--- src/rtl/ebox_mem_pkg.sv ---
// ----------------------------------------------------------------------------
// ebox_mem_pkg
// Types and default constants shared by the EBOX memory-request sequencer and
// the later EBUS transfer logic.
//   tMemReqState : sequencer states
//   tVMA         : virtual memory address, PDP-10 bit numbering [13:35]
//   tWord        : 36-bit data word, PDP-10 bit numbering [0:35]
// ----------------------------------------------------------------------------
package ebox_mem_pkg;

    typedef enum logic [1:0] {
        IDLE   = 2'd0,
        ISSUE  = 2'd1,
        RDWAIT = 2'd2,
        PAUSE  = 2'd3
    } tMemReqState;

    typedef logic [13:35] tVMA;
    typedef logic [0:35]  tWord;

    // Cycles memReq may stay unacknowledged before NXM is declared.
    localparam int MEM_TIMEOUT_CYC = 64;
    // Read parity-error retries before the error is reported to the EBOX.
    localparam int MEM_RETRY_MAX   = 3;

endpackage

--- src/rtl/mem_req_timer.sv ---
// ----------------------------------------------------------------------------
// mem_req_timer
// 8-bit saturating cycle counter used to detect a memory port that never
// answers. Clear has priority over enable.
//   clk_i   : clock, rising edge
//   rst_ni  : asynchronous active-low reset
//   clr_i   : synchronous clear to zero
//   en_i    : count this cycle
//   tc_o    : count has reached TC_VAL (stays high until cleared)
// ----------------------------------------------------------------------------
module mem_req_timer #(
    parameter logic [7:0] TC_VAL = 8'd63
) (
    input  logic clk_i,
    input  logic rst_ni,
    input  logic clr_i,
    input  logic en_i,
    output logic tc_o
);

    logic [7:0] cnt_q;
    logic [7:0] cnt_d;

    // Next count: clear, saturating increment, or hold.
    always_comb begin
        cnt_d = cnt_q;
        if (clr_i) begin
            cnt_d = 8'd0;
        end else if (en_i && (cnt_q != 8'hFF)) begin
            cnt_d = cnt_q + 8'd1;
        end else begin
            cnt_d = cnt_q;
        end
    end

    // Counter register.
    always_ff @(posedge clk_i or negedge rst_ni) begin
        if (!rst_ni) begin
            cnt_q <= 8'd0;
        end else begin
            cnt_q <= cnt_d;
        end
    end

    // Greater-or-equal so a count that ran past the terminal value while
    // another event had priority still times out on the following cycle.
    assign tc_o = (cnt_q >= TC_VAL);

endmodule

--- src/rtl/ebox_mbox_req.sv ---
// ----------------------------------------------------------------------------
// ebox_mbox_req
// Memory-request sequencer between the EBOX and the MBOX memory port.
// Latches an EBOX request, runs the memReq/memAck/memRdValid handshake,
// retries reads that return bad parity, declares NXM when the port does not
// answer, and supports read-pause-write (address held across the pause).
// Inputs : eboxClk, eboxResetN, EBOX_REQ, EBOX_VMA, eboxRead, eboxWrite,
//          eboxPSE, cacheDataWrite, memAck, memRdValid, memRdData,
//          memRdParErr
// Outputs: memReq, memAdr, memWr, memWrData (to MBOX); cacheDataRead,
//          mboxRespIn, cshEBOXRetry, mbParErr, nxmErr, mboxBusy (to EBOX).
// All outputs come straight from registers.
// ----------------------------------------------------------------------------
module ebox_mbox_req
    import ebox_mem_pkg::*;
#(
    parameter int TIMEOUT_CYC = MEM_TIMEOUT_CYC,
    parameter int RETRY_MAX   = MEM_RETRY_MAX
) (
    input  logic         eboxClk,
    input  logic         eboxResetN,
    input  logic         EBOX_REQ,
    input  logic [13:35] EBOX_VMA,
    input  logic         eboxRead,
    input  logic         eboxWrite,
    input  logic         eboxPSE,
    input  logic [0:35]  cacheDataWrite,
    input  logic         memAck,
    input  logic         memRdValid,
    input  logic [0:35]  memRdData,
    input  logic         memRdParErr,
    output logic         memReq,
    output logic [13:35] memAdr,
    output logic         memWr,
    output logic [0:35]  memWrData,
    output logic [0:35]  cacheDataRead,
    output logic         mboxRespIn,
    output logic         cshEBOXRetry,
    output logic         mbParErr,
    output logic         nxmErr,
    output logic         mboxBusy
);

    // Timer terminal value is one less than the limit: the count is zero in
    // the first memReq cycle, so TIMEOUT_CYC-1 marks the last allowed cycle.
    localparam logic [7:0] TIMEOUT_TC = 8'(TIMEOUT_CYC - 1);
    localparam logic [2:0] RETRY_LIM  = 3'(RETRY_MAX);

    tMemReqState state_q, state_d;
    tVMA         adr_q, adr_d;
    tWord        wdat_q, wdat_d;
    tWord        rdata_q, rdata_d;
    logic        wr_q, wr_d;
    logic        pse_q, pse_d;
    logic [2:0]  retry_cnt_q, retry_cnt_d;
    logic        resp_q, resp_d;
    logic        retry_pls_q, retry_pls_d;
    logic        parerr_q, parerr_d;
    logic        nxm_q, nxm_d;
    logic        memreq_q, memreq_d;
    logic        busy_q, busy_d;

    logic        tmr_clr_s;
    logic        tmr_en_s;
    logic        tmr_tc_s;

    mem_req_timer #(
        .TC_VAL (TIMEOUT_TC)
    ) u_timer (
        .clk_i  (eboxClk),
        .rst_ni (eboxResetN),
        .clr_i  (tmr_clr_s),
        .en_i   (tmr_en_s),
        .tc_o   (tmr_tc_s)
    );

    // Next-state, request latching and response-pulse decode.
    always_comb begin
        state_d     = state_q;
        adr_d       = adr_q;
        wdat_d      = wdat_q;
        wr_d        = wr_q;
        pse_d       = pse_q;
        rdata_d     = rdata_q;
        retry_cnt_d = retry_cnt_q;
        resp_d      = 1'b0;
        retry_pls_d = 1'b0;
        parerr_d    = 1'b0;
        nxm_d       = 1'b0;
        tmr_clr_s   = 1'b0;
        tmr_en_s    = 1'b0;

        case (state_q)
            IDLE, PAUSE: begin
                tmr_clr_s = 1'b1;
                if (EBOX_REQ && (state_q == PAUSE) && eboxWrite) begin
                    // Write half of read-pause-write: the paused address is
                    // kept and EBOX_VMA is ignored.
                    wdat_d      = cacheDataWrite;
                    wr_d        = 1'b1;
                    pse_d       = 1'b0;
                    retry_cnt_d = 3'd0;
                    state_d     = ISSUE;
                end else if (EBOX_REQ && (eboxRead || eboxWrite)) begin
                    // Fresh request; a read arriving in PAUSE abandons it.
                    adr_d       = EBOX_VMA;
                    wdat_d      = cacheDataWrite;
                    wr_d        = eboxWrite & ~eboxRead;
                    pse_d       = eboxRead & eboxPSE;
                    retry_cnt_d = 3'd0;
                    state_d     = ISSUE;
                end else begin
                    state_d = state_q;
                end
            end

            ISSUE: begin
                tmr_en_s = 1'b1;
                if (memAck) begin
                    // Ack beats a simultaneous terminal count.
                    if (wr_q) begin
                        resp_d  = 1'b1;
                        state_d = IDLE;
                    end else begin
                        state_d = RDWAIT;
                    end
                end else if (tmr_tc_s) begin
                    nxm_d   = 1'b1;
                    resp_d  = 1'b1;
                    state_d = IDLE;
                end else begin
                    state_d = ISSUE;
                end
            end

            RDWAIT: begin
                // memAck is deliberately not looked at here.
                tmr_en_s = 1'b1;
                if (memRdValid) begin
                    if (!memRdParErr) begin
                        rdata_d     = memRdData;
                        resp_d      = 1'b1;
                        retry_cnt_d = 3'd0;
                        state_d     = pse_q ? PAUSE : IDLE;
                    end else if (retry_cnt_q < RETRY_LIM) begin
                        // Reissue the same address with a fresh timeout.
                        retry_cnt_d = retry_cnt_q + 3'd1;
                        retry_pls_d = 1'b1;
                        tmr_clr_s   = 1'b1;
                        state_d     = ISSUE;
                    end else begin
                        // Out of retries: hand the bad word over and flag it.
                        rdata_d     = memRdData;
                        parerr_d    = 1'b1;
                        resp_d      = 1'b1;
                        retry_cnt_d = 3'd0;
                        state_d     = IDLE;
                    end
                end else if (tmr_tc_s) begin
                    nxm_d   = 1'b1;
                    resp_d  = 1'b1;
                    state_d = IDLE;
                end else begin
                    state_d = RDWAIT;
                end
            end

            default: begin
                state_d = IDLE;
            end
        endcase

        // Registered from the next state so memReq/mboxBusy line up with it.
        memreq_d = (state_d == ISSUE);
        busy_d   = (state_d == ISSUE) || (state_d == RDWAIT);
    end

    // State, datapath and output registers.
    always_ff @(posedge eboxClk or negedge eboxResetN) begin
        if (!eboxResetN) begin
            state_q     <= IDLE;
            adr_q       <= '0;
            wdat_q      <= '0;
            rdata_q     <= '0;
            wr_q        <= 1'b0;
            pse_q       <= 1'b0;
            retry_cnt_q <= 3'd0;
            resp_q      <= 1'b0;
            retry_pls_q <= 1'b0;
            parerr_q    <= 1'b0;
            nxm_q       <= 1'b0;
            memreq_q    <= 1'b0;
            busy_q      <= 1'b0;
        end else begin
            state_q     <= state_d;
            adr_q       <= adr_d;
            wdat_q      <= wdat_d;
            rdata_q     <= rdata_d;
            wr_q        <= wr_d;
            pse_q       <= pse_d;
            retry_cnt_q <= retry_cnt_d;
            resp_q      <= resp_d;
            retry_pls_q <= retry_pls_d;
            parerr_q    <= parerr_d;
            nxm_q       <= nxm_d;
            memreq_q    <= memreq_d;
            busy_q      <= busy_d;
        end
    end

    assign memReq        = memreq_q;
    assign memAdr        = adr_q;
    assign memWr         = wr_q;
    assign memWrData     = wdat_q;
    assign cacheDataRead = rdata_q;
    assign mboxRespIn    = resp_q;
    assign cshEBOXRetry  = retry_pls_q;
    assign mbParErr      = parerr_q;
    assign nxmErr        = nxm_q;
    assign mboxBusy      = busy_q;

endmodule

--- config.mk ---
export PLATFORM = sky130hd
export DESIGN_NAME = ebox_mbox_req
export DESIGN_NICKNAME = d
export VERILOG_FILES = /design/src/rtl/ebox_mem_pkg.sv /design/src/rtl/mem_req_timer.sv /design/src/rtl/ebox_mbox_req.sv
export SDC_FILE = /design/constraint.sdc
export NUM_CORES = 1
export LEC_CHECK = 0
export ABC_AREA = 0
export ABC_CLOCK_PERIOD_IN_PS = 6600
export CORE_AREA = 2 2 107 109
export DETAILED_ROUTE_END_ITERATION = 8
export DIE_AREA = 0 0 109 111
export PLACE_DENSITY = 0.89
export SLEW_MARGIN = 20
export SYNTH_ARGS = -nofsm -noshare
export SYNTH_HDL_FRONTEND = slang
export SYNTH_HIERARCHICAL = 1
export SYNTH_SLANG_ARGS = --single-unit
--- constraint.sdc ---
create_clock -name eboxClk -period 6.6 [get_ports eboxClk]
set_clock_uncertainty 0.05 [all_clocks]
set_input_delay 1.32 -clock eboxClk [delete_from_list [all_inputs] [get_ports eboxClk]]
set_output_delay 1.32 -clock eboxClk [all_outputs]
set_load 0.05 [all_outputs]
* Yosys cells after proc, flatten, opt, wreduce, memory -nomap -nowiden
Cells that the tools add are included.
** Operators by class
- Div/mod/pow operators :: 0
- Add/subtract/negate cells :: 2
- Multipliers :: 0
- Reduce and logical (&&, ||, !) cells :: 16
- Eq/ne operators :: 9
- Shift operators :: 0
- Bitwise operators :: 4
- Mux-type cells :: 46
- Order comparisons :: 2
** Operators by type and width (number)
- 36-bit 2-to-1 mux :: 4
- 1-bit 2-to-1 mux :: 22
- 2-bit 2-to-1 mux :: 8
- 8-bit 2-to-1 mux :: 2
- 3-bit 2-to-1 mux :: 5
- 3-bit AND reduction :: 3
- 8-bit by 1-bit adder with 8-bit output (second input constant) :: 1
- 8-bit by 6-bit >= comparator with 1-bit output (second input constant) :: 1
- 8-bit != test (second input constant) :: 1
- 2-bit == test (second input constant) :: 3
- 1-bit one-hot mux with 2 select lines :: 3
- 2-bit one-hot mux with 3 select lines :: 1
- 3-bit one-hot mux with 2 select lines :: 1
- 2-bit nonzero test :: 3
- 2-bit by 1-bit == test with 1-bit output (second input constant) :: 2
- 1-bit logical AND :: 4
- 2-bit != test (second input constant) :: 2
- 2-bit OR reduction :: 2
- 3-bit by 1-bit adder with 3-bit output (second input constant) :: 1
- 3-bit by 2-bit less-than comparator with 1-bit output (second input constant) :: 1
- 3-bit != test (second input constant) :: 1
- 1-bit AND :: 2
- 2-bit logical NOT :: 1
- 1-bit logical OR :: 2
- 2 further kinds :: 3
** Storage, ports and cells
- Output and inout port bits :: 102
- Bits in writable memories :: 0
- Memory bits (read-only) :: 0
- Input port bits :: 104
- Memories kept :: 0
- Latch bits :: 0
- Word-level logic and storage cells :: 93
- Flip-flop bits (word level) :: 116

* Longest topological paths before layout
- Depth after elaboration :: 7
- Gate-level depth with buffers :: 8
- Mapped depth without buffers :: 7

* Modules after synthesis
The synthesis kept the hierarchy.
** By module, submodules not included
- ebox_mbox_req :: cells an instance 268, area an instance 4471.8 sq um, instances 1, seq. area each 2702.6 sq um
- mem_req_timer :: cells an instance 46, area an instance 481.7 sq um, instances 1, seq. area each 200.2 sq um

* Least setup slack after synthesis
Ideal clock, no wire load.
- Path kind :: input-to-reg
- Start point :: input memRdParErr
- End point :: register u_timer.cnt_q[0]
- Library setup time :: 0.125 ns
- Required time :: 6.425 ns
- Stages :: 6
- Data arrival time :: 2.412 ns
- Path slack :: 4.013 ns
- Path buffers :: 1
- Cell sequence :: and2b_4 -> nand4_1 -> a21oi_1 -> buf_1 -> nor2b_1 -> mux2_4
** On the way
- Word-level cells in the longest chain between the ends :: 4
- Elaborated cells between the ends (all ways) :: 5
- Classes of those cells :: mux (4); reduce/logical (1)
** Ends and longest elaborated chain
- start, declared :: RTL line ebox_mbox_req.sv:31 : input logic memRdParErr,
- 1-bit 2-to-1 mux * :: RTL line ebox_mbox_req.sv:140 : if (!memRdParErr) begin
- 1-bit 2-to-1 mux * :: RTL line ebox_mbox_req.sv:139 : if (memRdValid) begin
- 1-bit one-hot mux with 2 select lines * :: RTL line ebox_mbox_req.sv:93 : case (state_q)
- named net tmr_clr_s :: RTL line ebox_mbox_req.sv:63 : logic tmr_clr_s;
- 8-bit 2-to-1 mux or 2-bit nonzero test (tied branches)
- end signal, assigned :: RTL line mem_req_timer.sv:41 : cnt_q <= cnt_d;
- end, declared :: RTL line mem_req_timer.sv:21 : logic [7:0] cnt_q;
The timed path passes the listed nets; every way through them passes the cells marked *.
A chain may end at the register's enable or synchronous reset.

* Worst setup path after layout
Ends and elaborated chain as after synthesis.

==> results.txt <==
----------------------------------------------------
[Floorplanning]
  Core region area ... 11100 um2
  Top Ports ... 206
  Initial core utilization ... 0.447
  Number of placement rows ... 39
  Horizontal extent of the die ... 109 um
  Height of the die ... 111 um
  Area enclosed by the die boundary ... 12100 um2

[Timing]
  Final setup violating endpoints ... 0
  Post-layout minimum cycle time ... 3.06 ns
  Tcrit/Tclk final ... 0.464
  Number of hold violations in the final report ... 0
  Slew @ Worst Pin ... 0.808 ns
  Final setup TNS ... 0 ns
  Relative max-transition margin ... 0.461
  Max-slew violation count ... 0
  PnR worst setup slack ... 3.54 ns
  Unrepaired setup endpoints after global routing ... false
  Fmax ... 0.327 GHz

[Clock tree]
  Insertion delay to the later sink of the worst-skew pair ... 0.40 ns
  Count of H-tree levels built during CTS ... 4
  Post-CTS Setup Inserts ... 0
  CTS buffer count ... 17
  Clock input transition at the sequential cells of the worst setup and hold paths ... 0.05 ns
  Buffer type at the clock tree root ... sky130_fd_sc_hd__clkbuf_16
  Clock net sink count ... 116
  CTS tree ... built
  Number of gates resized after cts ... 0
  Hold-fix buffers at CTS ... 0
  Maximum number of buffers from clock root to sink ... 2

[Placed design]
  Place WS ... 3.03 ns
  PortBufs ... 205
  Final HPWL DP ... 8.13 mm
  Final Wtd Congestion ... 0.770

[Setup path]
  Classification of the worst setup path ... in -> reg
  CP max-delay cell ... sky130_fd_sc_hd__a21oi_1
  Delay of the slowest cell on the worst path ... 0.70 ns
  Worst endpoint required time ... 6.83 ns
  Kind of cell adding the most delay to the critical path ... compound AO/OA/AOI/OAI gates
  Critical path endpoint category ... register
  Worst path buffer plus inverter count ... 1
  Chain of cells forming the critical path ... clkdlybuf4s50_1 > and2b_4 > nand4_1 > a21oi_1 > nor2b_1 > mux2_4
  Arrival @ worst endpoint ... 3.29 ns
  Critical Path Source Type ... input pin
  Largest fanout on the critical path ... 10

[Routing]
  Detailed-route wire length ... 11.3 mm
  Met2 Routed Length ... 5.96 mm
  Via Count ... 3384
  Detailed router's first-iteration violation count ... 158
  Routed via count divided by cell count ... 4.95
  Number of remaining DRC errors ... 0
  1st-pass router iterations ... 4
  Wire length per cell ... 16.5 um
  Met1 WL ... 4.39 mm
  Highest routed layer ... met4
  Amount of wire on met3 after detailed routing ... 760 um
  Antenna violation net count after detailed routing ... 0

[Pwr]
  Share of total power consumed by net switching ... 0.437
  Sequential share of power ... 0.261
  Internal portion of total power ... 2.68 mW
  Proportion of power drawn by combinational gates ... 0.554
  Clk pwr share ... 0.186
  Worst vdd ir ... 0.465 mV
  Cell Pwr Density ... 621 nW/um2
  Net switching power ... 2.08 mW
  Total chip power ... 4.76 mW
  Leakage power figure ... 3.33 nW

[Logic synthesis]
  Synth Net Count ... 424
  Portion of the post-synthesis area used by sequential elements ... 0.586
  Share of cell area taken by muxes after synthesis ... 0.265
  Area fraction in compound gates after synthesis ... 0.0541
  Async set or reset register ratio after synthesis ... 1.00
  Instance count of the mapped netlist ... 314
  Count of different cell masters after synthesis ... 44
  Synthesized-area fraction occupied by xor and xnor cells ... 0
  Adder and majority gate portion of the synthesized area ... 0.0152
  Post-synth EDFFs ... 0
  Register bit count reported by yosys ... 116
  Dominant combinational cell family by area after synthesis ... multiplexers
  Post-synthesis share of cell area spent on and, or, nand and nor gates ... 0.0445
  Count of warnings emitted by yosys ... 6
  Most used flip-flop cell after synthesis ... sky130_fd_sc_hd__dfrtp_1
  Synthesized area divided by synthesized cell count ... 15.8 um2
  Netlist area before placement ... 4950 um2

[Global routing]
  Global-route wire length before repair ... 17.9 mm
  Pin count of the biggest net entering global routing ... 60
  Initial antenna violation count ... 0
  Total track usage ... 0.193
  Grt ovf ... 0
  Vias in the first global route ... 3618

[Layout]
  Count of antenna diodes in the layout ... 0
  Relative area change from synthesis to final layout ... 54.6%
  Top library cells by usage in the layout, fill and taps aside ... sky130_fd_sc_hd__clkdlybuf4s50_1, sky130_fd_sc_hd__dfrtp_1, sky130_fd_sc_hd__mux2_2
  Layout cell share with drive strength beyond 1 ... 0.268
  Commonest non-fill, non-tap cell in the layout ... sky130_fd_sc_hd__clkdlybuf4s50_1
  Number of nets in the finished design ... 638
  Register cell area after layout ... 2900 um2
  Area of the multi-input gates ... 1880 um2
  Final-layout fill cell count ... 792

[Run status]
  Outcome ... complete, no violations

[Worst hold path]
  Type of the most critical hold path ... reg -> reg

[Run]
  MaxCap Viol Count ... 0

----------------------------------------------------
-- cell usage after synthesis, types with 2 or more instances --
master | count | area share
sky130_fd_sc_hd__nand2_1 | 5 | 0.0038
sky130_fd_sc_hd__buf_6 | 3 | 0.0068
sky130_fd_sc_hd__and4_1 | 2 | 0.0035
sky130_fd_sc_hd__a32oi_1 | 3 | 0.0053
sky130_fd_sc_hd__mux2_2 | 50 | 0.11
sky130_fd_sc_hd__nor3_1 | 2 | 0.0020
sky130_fd_sc_hd__buf_12 | 3 | 0.012
sky130_fd_sc_hd__inv_1 | 11 | 0.0083
sky130_fd_sc_hd__a31oi_1 | 2 | 0.0025
sky130_fd_sc_hd__ha_1 | 6 | 0.015
sky130_fd_sc_hd__nand2b_1 | 3 | 0.0038
sky130_fd_sc_hd__mux2_4 | 48 | 0.15
sky130_fd_sc_hd__nand4_1 | 5 | 0.0063
sky130_fd_sc_hd__dfrtp_1 | 116 | 0.59
sky130_fd_sc_hd__mux2i_1 | 3 | 0.0061
sky130_fd_sc_hd__o21ai_0 | 2 | 0.0020
sky130_fd_sc_hd__a21oi_1 | 6 | 0.0061
sky130_fd_sc_hd__nor2_1 | 3 | 0.0023
sky130_fd_sc_hd__buf_4 | 2 | 0.0030
sky130_fd_sc_hd__nor2b_1 | 5 | 0.0063
sky130_fd_sc_hd__nand3_1 | 2 | 0.0020
sky130_fd_sc_hd__a211oi_2 | 2 | 0.0051
sky130_fd_sc_hd__and3_2 | 2 | 0.0030
sky130_fd_sc_hd__a211oi_1 | 5 | 0.0076
sky130_fd_sc_hd__buf_2 | 4 | 0.0040
-- power groups by stage --
| stage | logic [mW] | registers, mW | clock network [mW] |
|---|---|---|---|
| floorplan | 0.743 | 2.30 | 0 |
| global placement | 2.60 | 1.22 | 0 |
| detailed placement | 2.65 | 1.24 | 0 |
| CTS | 2.66 | 1.24 | 0.903 |
| global route | 2.74 | 1.28 | 0.942 |
| finish | 2.63 | 1.24 | 0.883 |
-- per-stage QoR --
| step | util | instances | hold slack [ns] | cell area [um2] |
|---|---|---|---|---|
| floorplan | - | 314 | 0.401 | 4950 |
| global placement | 0.638 | 652 | 0.431 | 7070 |
| detailed placement | 0.638 | 652 | 0.441 | 7070 |
| CTS | 0.691 | 684 | 0.457 | 7660 |
| global route | 0.692 | 684 | 0.462 | 7660 |
| finish | 0.692 | 684 | 0.453 | 7660 |
-- layer usage --
layer  up-vias  GRT usage
met2       133      0.329
met1      1668      0.228
met5         -          0
met3        17     0.0517
met4         0     0.0778
li1       1566          -
-- state kept, by name, summed over array words and instances, names as in the netlist --
name,cells
cacheDataRead,36
cshEBOXRetry,1
mbParErr,1
mboxBusy,1
mboxRespIn,1
memAdr,23
memReq,1
memWr,1
memWrData,36
nxmErr,1
pse_q,1
retry_cnt_q,3
state_q,2
u_timer/cnt_q,8
-- final timing paths --
kind,startpoint,depth (start not counted),slack [ns],to
min in group asynchronous,eboxResetN,1,0.93,cacheDataRead[27]
max reg2reg,state_q[0],6,4.11,u_timer/cnt_q[0]
max in group asynchronous,eboxResetN,2,4.36,memWrData[2]
min reg2reg,memWrData[7],1,0.45,memWrData[7]
max,memRdParErr,6,3.54,u_timer/cnt_q[0]
min,memWrData[7],1,0.45,memWrData[7]
-- final cells by class --
cell class | instances | share of cell area
clock buffers | 20 | 0.0596
multi-input cells | 174 | 0.245
well taps | 143 | 0.0234
flip-flops and latches | 116 | 0.379
repair buffers | 208 | 0.271
inverters | 11 | 0.00539
clock inverters | 12 | 0.0170
-- cell families (layout without fill, tap and decap cells) --
| logic type | count (synthesis) | in the layout |
|---|---|---|
| flops | 116 | 116 |
| simple gates | 36 | 36 |
| mux | 101 | 101 |
| buf+inv | 24 | 251 |
| compound gates | 31 | 31 |
| fa+ha+maj | 6 | 6 |
Note: power is estimated with default switching activity, not from simulation.
